===== config.mk =====
export PLATFORM = sky130hd
export DESIGN_NAME = hazard_controller
export DESIGN_NICKNAME = d
export VERILOG_FILES = /design/src/rtl/hazard_controller.sv
export SDC_FILE = /design/constraint.sdc
export NUM_CORES = 1
export LEC_CHECK = 0
export CAP_MARGIN = 20
export CORE_MARGIN = 2
export CORE_UTILIZATION = 49
export DETAILED_ROUTE_END_ITERATION = 7
export PLACE_DENSITY = 0.87
export RECOVER_POWER = 50
export SETUP_SLACK_MARGIN = 0.05
export SLEW_MARGIN = 30
export SYNTH_ARGS = -nofsm -noshare
export SYNTH_HDL_FRONTEND = slang
export SYNTH_SLANG_ARGS = --single-unit

===== constraint.sdc =====
create_clock -name CLK -period 8 [get_ports CLK]
set_input_delay 2.4 -clock CLK [delete_from_list [all_inputs] [get_ports CLK]]
set_output_delay 2.4 -clock CLK [all_outputs]
set_load 0.01 [all_outputs]

===== src/rtl/hazard_controller.sv =====
// -----------------------------------------------------------------------------
// hazard_controller
//
// Central hazard and forwarding controller for the 5-stage pipeline. Branches
// resolve in ID, so besides the EX-stage forwarding selects it also drives the
// ID comparator forwarding selects and sequences multi-cycle stalls when a
// branch depends on a load that is still in EX.
//
// Ports
//   CLK, RST                        clock (rising edge), async active-low reset
//   OpCode, Ctrl_Branch,
//   Branch_Taken                    IF/ID instruction decode and ID comparator
//   IfId_Rs/Rt, IdEx_Rs/Rt/Rd,
//   ExMem_Rd, MemWb_Rd              register numbers from pipeline registers
//   *_MemRead, *_Reg_Wr_Control     load / register-write flags per stage
//   FwdRs, FwdRt                    EX operand select (00 RF, 10 ExMem, 01 MemWb)
//   Fwd_IfId_Rs, Fwd_IfId_Rt        ID comparator operand select, same encoding
//   Stall, Flush, FwdPc             pipeline control (Mealy)
//   Busy                            multi-cycle stall in progress
//   Stall_Cnt, Flush_Cnt            saturating event counters
// -----------------------------------------------------------------------------
module hazard_controller #(
    parameter int unsigned CNT_W   = 16,
    parameter logic [5:0]  OP_JUMP = 6'h02,
    parameter logic [5:0]  OP_BEQ  = 6'h04,
    parameter logic [5:0]  OP_SW   = 6'h2B
) (
    input  logic             CLK,
    input  logic             RST,
    input  logic [5:0]       OpCode,
    input  logic             Ctrl_Branch,
    input  logic             Branch_Taken,
    input  logic [4:0]       IfId_Rs,
    input  logic [4:0]       IfId_Rt,
    input  logic [4:0]       IdEx_Rs,
    input  logic [4:0]       IdEx_Rt,
    input  logic [4:0]       IdEx_Rd,
    input  logic             IdEx_MemRead,
    input  logic             IdEx_Reg_Wr_Control,
    input  logic [4:0]       ExMem_Rd,
    input  logic             ExMem_MemRead,
    input  logic             ExMem_Reg_Wr_Control,
    input  logic [4:0]       MemWb_Rd,
    input  logic             MemWb_Reg_Wr_Control,
    output logic [1:0]       FwdRs,
    output logic [1:0]       FwdRt,
    output logic [1:0]       Fwd_IfId_Rs,
    output logic [1:0]       Fwd_IfId_Rt,
    output logic             Stall,
    output logic             Flush,
    output logic             FwdPc,
    output logic             Busy,
    output logic [CNT_W-1:0] Stall_Cnt,
    output logic [CNT_W-1:0] Flush_Cnt
);

    typedef enum logic {
        S_RUN   = 1'b0,
        S_STALL = 1'b1
    } state_t;

    state_t           r_state;
    state_t           w_next_state;
    logic [1:0]       r_cnt;
    logic [1:0]       w_cnt_next;
    logic [CNT_W-1:0] r_stall_cnt;
    logic [CNT_W-1:0] r_flush_cnt;

    logic w_uses_rt;
    logic w_match_ex;
    logic w_match_mem;
    logic w_h2;
    logic w_h1;
    logic w_redirect;
    logic w_stall;
    logic w_flush;
    logic w_fwdpc;

    // ExMem has priority over MemWb because it holds the younger result.
    function automatic logic [1:0] fwd_sel(
        input logic [4:0] src,
        input logic       exm_wr,
        input logic [4:0] exm_rd,
        input logic       mwb_wr,
        input logic [4:0] mwb_rd
    );
        if (exm_wr && (exm_rd != 5'd0) && (exm_rd == src))
            return 2'b10;
        else if (mwb_wr && (mwb_rd != 5'd0) && (mwb_rd == src))
            return 2'b01;
        else
            return 2'b00;
    endfunction

    // True when destination x is a source of the instruction in ID; Rt only
    // counts for R-type, BEQ and SW.
    function automatic logic reg_match(
        input logic [4:0] x,
        input logic [4:0] rs,
        input logic [4:0] rt,
        input logic       uses_rt
    );
        return (x != 5'd0) && ((x == rs) || (uses_rt && (x == rt)));
    endfunction

    function automatic logic [CNT_W-1:0] sat_inc(input logic [CNT_W-1:0] v);
        return (&v) ? v : v + 1'b1;
    endfunction

    assign w_uses_rt   = (OpCode == 6'h00) || (OpCode == OP_BEQ) || (OpCode == OP_SW);
    assign w_match_ex  = reg_match(IdEx_Rd,  IfId_Rs, IfId_Rt, w_uses_rt);
    assign w_match_mem = reg_match(ExMem_Rd, IfId_Rs, IfId_Rt, w_uses_rt);

    // A branch needing a load result still in EX waits two cycles; every other
    // hazard is a single bubble and is re-checked after the pipeline advances.
    assign w_h2 = Ctrl_Branch && IdEx_MemRead && w_match_ex;
    assign w_h1 = (IdEx_MemRead && w_match_ex) ||
                  (Ctrl_Branch && ((IdEx_Reg_Wr_Control && w_match_ex) ||
                                   (ExMem_MemRead && w_match_mem)));
    assign w_redirect = (Ctrl_Branch && Branch_Taken) || (OpCode == OP_JUMP);

    always_ff @(posedge CLK or negedge RST) begin
        if (!RST) begin
            r_state <= S_RUN;
            r_cnt   <= 2'd0;
        end else begin
            r_state <= w_next_state;
            r_cnt   <= w_cnt_next;
        end
    end

    always_comb begin
        w_next_state = r_state;
        w_cnt_next   = r_cnt;
        w_stall      = 1'b0;
        w_flush      = 1'b0;
        w_fwdpc      = 1'b0;
        case (r_state)
            S_RUN: begin
                if (w_h2) begin
                    w_stall      = 1'b1;
                    w_cnt_next   = 2'd1;
                    w_next_state = S_STALL;
                end else if (w_h1) begin
                    w_stall = 1'b1;
                end else if (w_redirect) begin
                    w_flush = 1'b1;
                    w_fwdpc = 1'b1;
                end
            end
            S_STALL: begin
                w_stall    = 1'b1;
                w_cnt_next = r_cnt - 2'd1;
                if (r_cnt <= 2'd1)
                    w_next_state = S_RUN;
            end
            default: w_next_state = S_RUN;
        endcase
    end

    always_ff @(posedge CLK or negedge RST) begin
        if (!RST) begin
            r_stall_cnt <= '0;
            r_flush_cnt <= '0;
        end else begin
            if (w_stall)
                r_stall_cnt <= sat_inc(r_stall_cnt);
            if (w_flush)
                r_flush_cnt <= sat_inc(r_flush_cnt);
        end
    end

    // All control outputs are held quiet for as long as reset is low.
    assign Stall       = RST && w_stall;
    assign Flush       = RST && w_flush;
    assign FwdPc       = RST && w_fwdpc;
    assign Busy        = RST && (r_state == S_STALL);
    assign FwdRs       = RST ? fwd_sel(IdEx_Rs, ExMem_Reg_Wr_Control, ExMem_Rd,
                                       MemWb_Reg_Wr_Control, MemWb_Rd) : 2'b00;
    assign FwdRt       = RST ? fwd_sel(IdEx_Rt, ExMem_Reg_Wr_Control, ExMem_Rd,
                                       MemWb_Reg_Wr_Control, MemWb_Rd) : 2'b00;
    assign Fwd_IfId_Rs = RST ? fwd_sel(IfId_Rs, ExMem_Reg_Wr_Control, ExMem_Rd,
                                       MemWb_Reg_Wr_Control, MemWb_Rd) : 2'b00;
    assign Fwd_IfId_Rt = RST ? fwd_sel(IfId_Rt, ExMem_Reg_Wr_Control, ExMem_Rd,
                                       MemWb_Reg_Wr_Control, MemWb_Rd) : 2'b00;
    assign Stall_Cnt   = r_stall_cnt;
    assign Flush_Cnt   = r_flush_cnt;

endmodule


# Yosys cells after proc, flatten, opt, wreduce, memory -nomap -nowiden
# Cells that the tools add are included.
[classes]
mul = 0
n_addsub = 3
n_reduce_logical = 39
shifts = 0
n_eq_ne = 14
mux = 24
bitwise = 3
n_lt_le_gt_ge = 1
div_mod_pow = 0
[op_table]
columns = ["op", "n"]
rows = [
  ["5-bit == test", 10],
  ["16-bit by 1-bit adder with 16-bit output, second input constant", 2],
  ["16-bit AND reduction", 2],
  ["1-bit logical AND", 24],
  ["2-bit 2-to-1 mux", 9],
  ["5-bit nonzero test", 3],
  ["1-bit 2-to-1 mux", 12],
  ["1-bit logical OR", 7],
  ["6-bit by 2-bit == test with 1-bit output, second input constant", 1],
  ["6-bit by 3-bit == test with 1-bit output, second input constant", 1],
  ["6-bit == test, second input constant", 1],
  ["6-bit zero test", 1],
  ["1-bit one-hot mux with 2 select lines", 2],
  ["2-bit one-hot mux with 2 select lines", 1],
  ["2-bit AND reduction", 2],
  ["1-bit NOT", 3],
  ["2-bit by 1-bit <= comparator with 1-bit output, second input constant", 1],
  ["2-bit inequality test, second input constant", 1],
  ["2-bit by 1-bit subtractor with 2-bit output, second input constant", 1],
]
[word_totals]
out_inout_bits = 44
ramBits = 0
rom_bits = 0
register_bits = 35
memories = 0
latch_bits = 0
word_cells = 88

# Longest topological paths before layout
[logic_depth]
ltp_word = 14
ltp_mapped = 10
mapped_depth_nobuf = 7

# Worst setup path before layout
# No wires, ideal clock.
[synth_timing]
path_type = "input -> output"
startpoint = "in ExMem_Rd[1]"
endpoint = "out FwdPc"
n_path_buf = 4
t_arrival_ns = 3.872
path_slack_ns = 1.728
path_stages = 10
t_required_ns = 5.600
path_cell_list = "buf_4 > xor2_1 > nor4_1 > a31oi_1 > o31ai_1 > or2_1 > buf_6 > buf_6 > nor2_1 > buf_4"
[synth_between]
elab_chain_cells = 12
elab_cells_between_ends = 14
[synth_lines]
columns = ["item", "line", "text"]
rows = [
  ["start: declaration", "40", "input logic [4:0] ExMem_Rd,"],
  ["5-bit == test", "103", "return (x != 5'd0) && ((x == rs) || (uses_rt && (x == rt)));"],
  ["1-bit logical AND", "103", ""],
  ["1-bit logical OR", "103", ""],
  ["1-bit logical AND (*)", "103", ""],
  ["1-bit logical AND (*)", "119", "(ExMem_MemRead && w_match_mem)));"],
  ["1-bit logical OR (*)", "118", "(Ctrl_Branch && ((IdEx_Reg_Wr_Control && w_match_ex) ||"],
  ["1-bit logical AND (*)", "118", ""],
  ["1-bit logical OR (*)", "117", "assign w_h1 = (IdEx_MemRead && w_match_ex) ||"],
  ["1-bit 2-to-1 mux (*) (3 in series)", "n/a", ""],
  ["1-bit logical AND (*)", "n/a", ""],
  ["end: declaration", "51", "output logic FwdPc,"],
]
# Mark *: on every way between the ends. The rest lies on a longest branch, timed or not.

# Worst setup path in the final report
[layout_timing]
startpoint = "in IfId_Rt[0]"
endpoint = "out Stall"
[layout_between]
elab_chain_cells = 12
elab_cells_between_ends = 19
[layout_lines]
columns = ["item", "line", "text"]
rows = [
  ["start: declaration", "34", "input logic [4:0] IfId_Rt,"],
  ["5-bit == test", "103", ""],
  ["1-bit logical AND", "103", ""],
  ["1-bit logical OR", "103", ""],
  ["1-bit logical AND", "103", ""],
  ["1-bit logical AND (on tied branches)", "118, 119", ""],
  ["1-bit logical OR", "118", ""],
  ["1-bit logical AND", "118", ""],
  ["1-bit logical OR", "117", ""],
  ["1-bit 2-to-1 mux", "144", "end else if (w_h1) begin"],
  ["1-bit 2-to-1 mux (*)", "140", "if (w_h2) begin"],
  ["1-bit one-hot mux with 2 select lines (*)", "138", "case (r_state)"],
  ["1-bit logical AND (*)", "174", "assign Stall = RST && w_stall;"],
  ["end: declaration", "49", "output logic Stall,"],
]
# Marked as above.

==> key figures <==
Synth
  • Compound-gate portion of the synthesized area: 0.04062
  • Syn Nets: 331
  • YS warnings: 0
  • Largest family of logic cells by synthesized area: simple AND/OR/NAND/NOR gates
  • Number of distinct library cells after synthesis: 48
  • Synthesized-area fraction occupied by adder cells: 0.01451
  • Post-synthesis simple-gate area fraction: 0.2684
  • Post-synthesis register bit count: 35
  • Syn Std Cell Area: 0.002587 mm2
  • XOR/XNOR Fraction of Synth Area: 0.2606
  • Top_reg_cell synth: dfrtp_1
  • EDFF count, synth: 0
  • Mean cell area of the mapped netlist: 9.307 um2
  • Async set-reset flop share out of synthesis: 1.000
  • Synthesized instance count: 278
  • Multiplexer share of the synthesized area: 0.02031
  • Register area share after synthesis: 0.3385

Placed design
  • GPL Wtd Cong: 0.9220
  • Hpwl dp: 4.981 mm
  • I/O Buffers: 93
  • Post-DP Area: 0.003480 mm2

Worst setup path
  • Element type at the critical path start: input pin
  • CP arrival: 4770 ps
  • Critical Path Most Common Cell: clkdlybuf4s50_1
  • Critical path class: input pin to output port
  • Cell family with most CP delay: buffers and inverters
  • Critical path required time: 5600 ps
  • Crit path capture type: output port
  • Max FO, Critical Path: 3
  • Crit-path cells: clkdlybuf4s50_1 -> xnor2_1 -> nand3_1 -> or4_4 -> a21oi_2 -> or2_1 -> and2_1 -> clkdlybuf4s50_1
  • CP max stage delay: 560 ps
  • Crit path buf inv count: 2
  • CP max-delay cell: clkdlybuf4s50_1

CTS
  • CTS tree: built
  • Num CTS Buffers: 5
  • CTS max path bufs: 2
  • CTS Hold Bufs: 0
  • CTS clock-pin slew for the worst setup and hold paths: 60 ps
  • # resized after CTS: 0
  • Clk Latency, worst-skew pair: 290 ps
  • CTS Sinks: 35
  • Root Buffer: clkbuf_8
  • Setup bufs post-CTS: 0
  • Htree depth: 2

Floorplan
  • Die W: 76.67 um
  • Top Ports: 94
  • Placeable core area: 0.005107 mm2
  • Initial core utilization: 0.5066
  • Row count: 26
  • Die area: 0.005878 mm2
  • Die height: 76.67 um

Route
  • Routed vias: 2349
  • Vias per std cell: 5.412
  • Iteration-0 DRC Markers: 95
  • Post-Route WL: 6.278 mm
  • Drt drc: 0
  • Remaining antenna violation count: 0
  • DR WL/cell: 14.47 um
  • TritonRoute pass-1 iters: 4

Power and ir drop
  • Worst vdd ir: 0.07761 mV
  • Cell Pwr Density: 152.7 mW/mm2
  • Pleak: 0.001585 uW

Layout
  • Multi-input logic area: 0.001568 mm2
  • Area growth, synth to finish: 37.72%
  • FF+latch area: 875.8 um2
  • Share of cells above drive strength 1: 0.06319
  • Final nets: 416
  • Finished Cell Area: 0.003563 mm2
  • Fillers: 425
  • Ant diodes: 0

Global route
  • First-pass GRT wire length: 10.64 mm
  • Initial antenna violation count: 0
  • All-Layer GR Usage: 0.2203
  • Largest net degree at the start of global routing: 43
  • Total gr overflow: 0
  • Vias in the first global route: 2297

Timing
  • Clock period minus final worst setup slack: 7168 ps
  • Worst Clk Skew: 7.200 ps
  • TNS Setup: 0 ps
  • Tightest Pin Transition: 565.1 ps
  • Period utilization: 0.8960
  • Fmax: 0.1395 GHz
  • RSZ-0062 raised after global routing: no
  • Max Slew Vio Count: 0
  • Final setup violation count: 0
  • Worst slew margin: 0.6232
  • Hold WS: 482.5 ps
  • Final Hold Viols: 0

Run
  • Max-cap violations: 0

Outcome
  • Outcome: complete, no violations

Min path
  • Hold Crit Class: register to register
## cells in the mapped netlist, types with 2 or more instances
master    number  area (um2)
and3_1         6       37.54
xnor2_1       21       183.9
buf_4          7       52.55
nor3_2         2       20.02
inv_1          3       11.26
nand4_1       10       62.56
nor2_1        17       63.81
ha_1           3       37.54
mux2_4         2       30.03
nand3_1       19       95.09
nor4_4         2       42.54
nor3_1        19       95.09
or3_1          2       12.51
xor2_1        56       490.5
nor4_1         5       31.28
nand2_1       21       78.83
a21oi_1        3       15.01
and2_1         5       31.28
and3_2         2       15.01
dfrtp_1       35       875.8
buf_6          4       45.04
clkbuf_1       4       15.01
a31oi_1        2       12.51
o21ai_0        2       10.01
or4_1          3       22.52
## flip-flops by register name, indices dropped and copies added, names as in the netlist
signal     cells
Flush_Cnt     16
Stall_Cnt     16
r_cnt          2
r_state        1
## per-stage QoR
stage	instances	worst slack, ps	utilization	total power, uW
2_1_floorplan	278	1728	-	330.3
6_report	434	831.6	0.6977	544.0
3_5_place_dp	426	849.8	0.6813	430.1
5_1_grt	434	673.4	0.6977	579.0
3_3_place_gp	426	893.8	0.6813	421.3
4_1_cts	434	847.5	0.6972	551.4
## worst reg2reg max path: stages, from the launching register on
cell	delay (ps)
dfrtp_1	450
nand4_1	240
nor2_1	240
and3_1	230
nand4_1	130
nand2_1	440
nor2_1	150
mux2_4	320
## placed cells by master, fill, tap and decap left out, types with 2 or more instances in the layout
| cell type | netlist | routed |
|---|---|---|
| or3_1 | 2 | 2 |
| o21ai_0 | 2 | 2 |
| nor2_1 | 17 | 17 |
| nor4_4 | 2 | 2 |
| and3_1 | 6 | 6 |
| and3_2 | 2 | 2 |
| clkbuf_1 | 4 | 3 |
| dfrtp_1 | 35 | 35 |
| mux2_4 | 2 | 2 |
| a21oi_1 | 3 | 3 |
| dlygate4sd3_1 | 0 | 22 |
| nand3_1 | 19 | 19 |
| buf_4 | 7 | 2 |
| inv_1 | 3 | 3 |
| and2_1 | 5 | 5 |
| clkdlybuf4s50_1 | 0 | 70 |
| nor3_2 | 2 | 2 |
| xor2_1 | 56 | 56 |
| a31oi_1 | 2 | 2 |
| nor4_1 | 5 | 5 |
| clkbuf_8 | 0 | 5 |
| nor3_1 | 19 | 19 |
| ha_1 | 3 | 3 |
| or4_1 | 3 | 3 |
| nand2_1 | 21 | 21 |
| nand4_1 | 10 | 10 |
| xnor2_1 | 21 | 21 |
## power by group
group | switching, uW | internal [uW]
sequential | 36.1 | 205
combinational | 79.5 | 101
clock | 61.5 | 61.1
## logic make-up after synthesis
logic type      Yosys count
buf+inv                  20
xor+xnor                 77
mux                       4
simple gates            123
flops                    35
compound gates           16
fa+ha+maj                 3
## layer usage
layer / global-route usage / up-vias / share of wire
met4: 0.05455 / 0 / 0.011
met2: 0.3965 / 85 / 0.52
met3: 0.04118 / 7 / 0.056
met5: 0 / - / 0
met1: 0.2705 / 1130 / 0.41
li1: - / 1127 / -
## worst paths after layout
| check | start | end | slack (ps) | cells past startpoint |
|---|---|---|---|---|
| setup / recovery | IfId_Rt[0] | Stall | 830 | 8 |
| hold / removal | Stall_Cnt[15] | Stall_Cnt[15] | 480 | 1 |
| setup reg to reg | Flush_Cnt[6] | Flush_Cnt[1] | 5680 | 7 |
| hold reg to reg | Stall_Cnt[15] | Stall_Cnt[15] | 480 | 1 |
| max in group asynchronous | RST | Flush_Cnt[4] | 5350 | 2 |
| min in group asynchronous | RST | Stall_Cnt[8] | 2290 | 2 |
## layout make-up
class | count | share of cell area
tap | 70 | 0.02458
multi-input combinational | 223 | 0.4400
clock buffer | 7 | 0.02142
inverter | 3 | 0.003160
timing repair buffer | 95 | 0.2637
sequential | 35 | 0.2458
clock inverter | 1 | 0.001404
Note: power is estimated with default switching activity, not from simulation.
==> RTL change, RTL diff (config.mk and constraints unchanged) <==
Put one more register stage on the output `Flush_Cnt`, without a reset. The value now appears one clock later. The other outputs are not delayed to match.
--- a/src/rtl/hazard_controller.sv
+++ b/src/rtl/hazard_controller.sv
@@ -186,3 +186,5 @@
     assign Stall_Cnt   = r_stall_cnt;
-    assign Flush_Cnt   = r_flush_cnt;
+    always_ff @(posedge CLK) begin
+        Flush_Cnt <= r_flush_cnt;
+    end
 
Behaviour: not the same (a bounded check fails within 4 cycles, from zero or initial values and one cycle with RST low).
==> RTL change against the unedited design <==
Via count rose by 4.4%. Sequential cell count rose by 16. Hold slack got worse by 48 ps. Final area rose by 8.5%. First-iteration DRC count rose by 12%. Combinational power barely moved. Sequential power rose by 39%. Non-clock buffer count did not move. Power rose by 20%. Routed wire length rose by 9.4%. Area after synthesis rose by 10%. Clock power rose by 14%. Register-to-register slack improved by 210 ps. Worst setup slack got worse by 240 ps. Largest cell class unchanged. Largest power group unchanged.
==> RTL change: results (changes against the unedited design) <==
Outcome: complete, no violations
Placed instance area: 3790 µm² (+8.8%)
Skew final: 7.40 ps (+0.203 ps)
Metal3 WL: 460 µm (+31%)
Reg-to-Reg Start: Stall_Cnt[0]$_DFFE_PN0P_
Synthesized Nets: 337 (+1.8%)
Synth top area cells: dfrtp_1 31%, xor2_1 15%, dfxtp_1 11%
Post-synth ARST share: 0.686 (-0.314)
WHS: 435 ps (-47.9 ps)
Dpl hpwl: 5420 µm (+8.9%)
Drt wl/cell: 15.5 µm (+7.4%)
Post-Layout Cell Count: 442 (+1.8%)
Number of instances in the placed design: 434 (+1.9%)
Leak pwr: 1.61 nW (+1.7%)
Number of distinct library cells after synthesis: 44 (-8.3%)
Register area share after synthesis: 0.419 (+0.0810)
Endpoint, Worst Hold: Flush_Cnt[6]$_DFF_P_
Clock latency on the worst-skew pair: 310 ps (+20 ps)
Hold_sp: r_flush_cnt[6]$_DFFE_PN0P_
Share of cells above drive strength 1: 0.0541 (-0.00913)
DRT iter0 DRCs: 106 (+12%)
Crit Path Max Fanout: 18 (+15)
Slowest stage delay, CP: 610 ps (+50 ps)
Met2 wire length: 3480 µm (+6.6%)
RR Endpoint: Stall_Cnt[11]$_DFFE_PN0P_
Slew headroom: 0.530 (-0.0930)
Worst hold stages: 0 (-1)
Reg clk slew, reported paths: 80 ps (+20 ps)
NumNets Final: 422 (+1.4%)
Sw power: 0.195 mW (+10%)
Slowest-stage cell, CP: o31ai_4
Maximum vdd drop: 0.115 mV (+48%)
RePlAce Congestion: 0.806 (-13%)
GRT Util Overall: 0.231 (+0.0102)
Metal-1 WL: 2740 µm (+5.6%)
Worst path arrival time: 5010 ps (+240 ps)
RTL change: changes by cell type in the layout (fill, tap and decap cells not counted), sizes merged, moves of 3 or more:
cell,unedited run,this run
dfxtp,0,16
clkdlybuf4s50,70,78
dlygate4sd3,22,14
nor3,21,13
xnor2,21,28
xor2,56,49
nand2,21,15
nor2,17,11
nand4,11,15
and2,6,9
and4,1,4
RTL change: how the worst max path moves through the flow:
stage           startpoint     to  slack, ps  cells after the start
2_1_floorplan  ExMem_Rd[2]  FwdPc       1800                      9
3_3_place_gp    IfId_Rt[4]  Stall        700                      8
3_5_place_dp    IfId_Rt[1]  Stall        620                      8
4_1_cts         IfId_Rt[1]  Stall        600                      8
5_1_grt         IfId_Rt[1]  Stall        430                      8
6_report        IfId_Rt[1]  Stall        590                      8
RTL change: layout make-up:
cell class | count | area, µm²
Clock buffer | 7 | 76.3
Inverter | 3 | 11.3
Timing Repair Buffer | 95 | 940
Fill cell | 445 | 1710
Clock inverter | 1 | 5.00
Sequential cell | 51 | 1200
Tap cell | 72 | 90.1
Multi-Input combinational cell | 213 | 1550
RTL change: cell families (layout without fill, tap and decap cells):
kind of cell / after synthesis / in the layout / share of synthesized area
xor gates and xnor gates: 77 / 77 / 0.237
muxes: 3 / 3 / 0.0118
DFF: 51 / 51 / 0.419
buffers and inverters: 20 / 106 / 0.0377
adders and majority gates: 3 / 3 / 0.0132
AOI/OAI and AO/OA: 18 / 18 / 0.0456
and+or+nand+nor: 112 / 112 / 0.236
RTL change: power by group through the flow:
stage	clock network (mW)	logic [mW]	registers, mW
global placement	0	0.179	0.337
finish	0.140	0.180	0.334
CTS	0.146	0.187	0.335
detailed placement	0	0.186	0.340
floorplan	0	0.0778	0.345
global route	0.156	0.198	0.341
RTL change: per-stage QoR:
| stage | util | setup WS, ps |
|---|---|---|
| after floorplan | - | 1800 |
| after global placement | 0.679 | 700 |
| after detailed placement | 0.679 | 619 |
| after CTS | 0.694 | 604 |
| after global routing | 0.694 | 433 |
| final | 0.694 | 589 |
RTL change: routing by layer:
metal	GRT usage	vias up
met1	0.266	1169
li1	-	1164
met2	0.400	99
met5	0	-
met4	0.0983	0
met3	0.0629	21
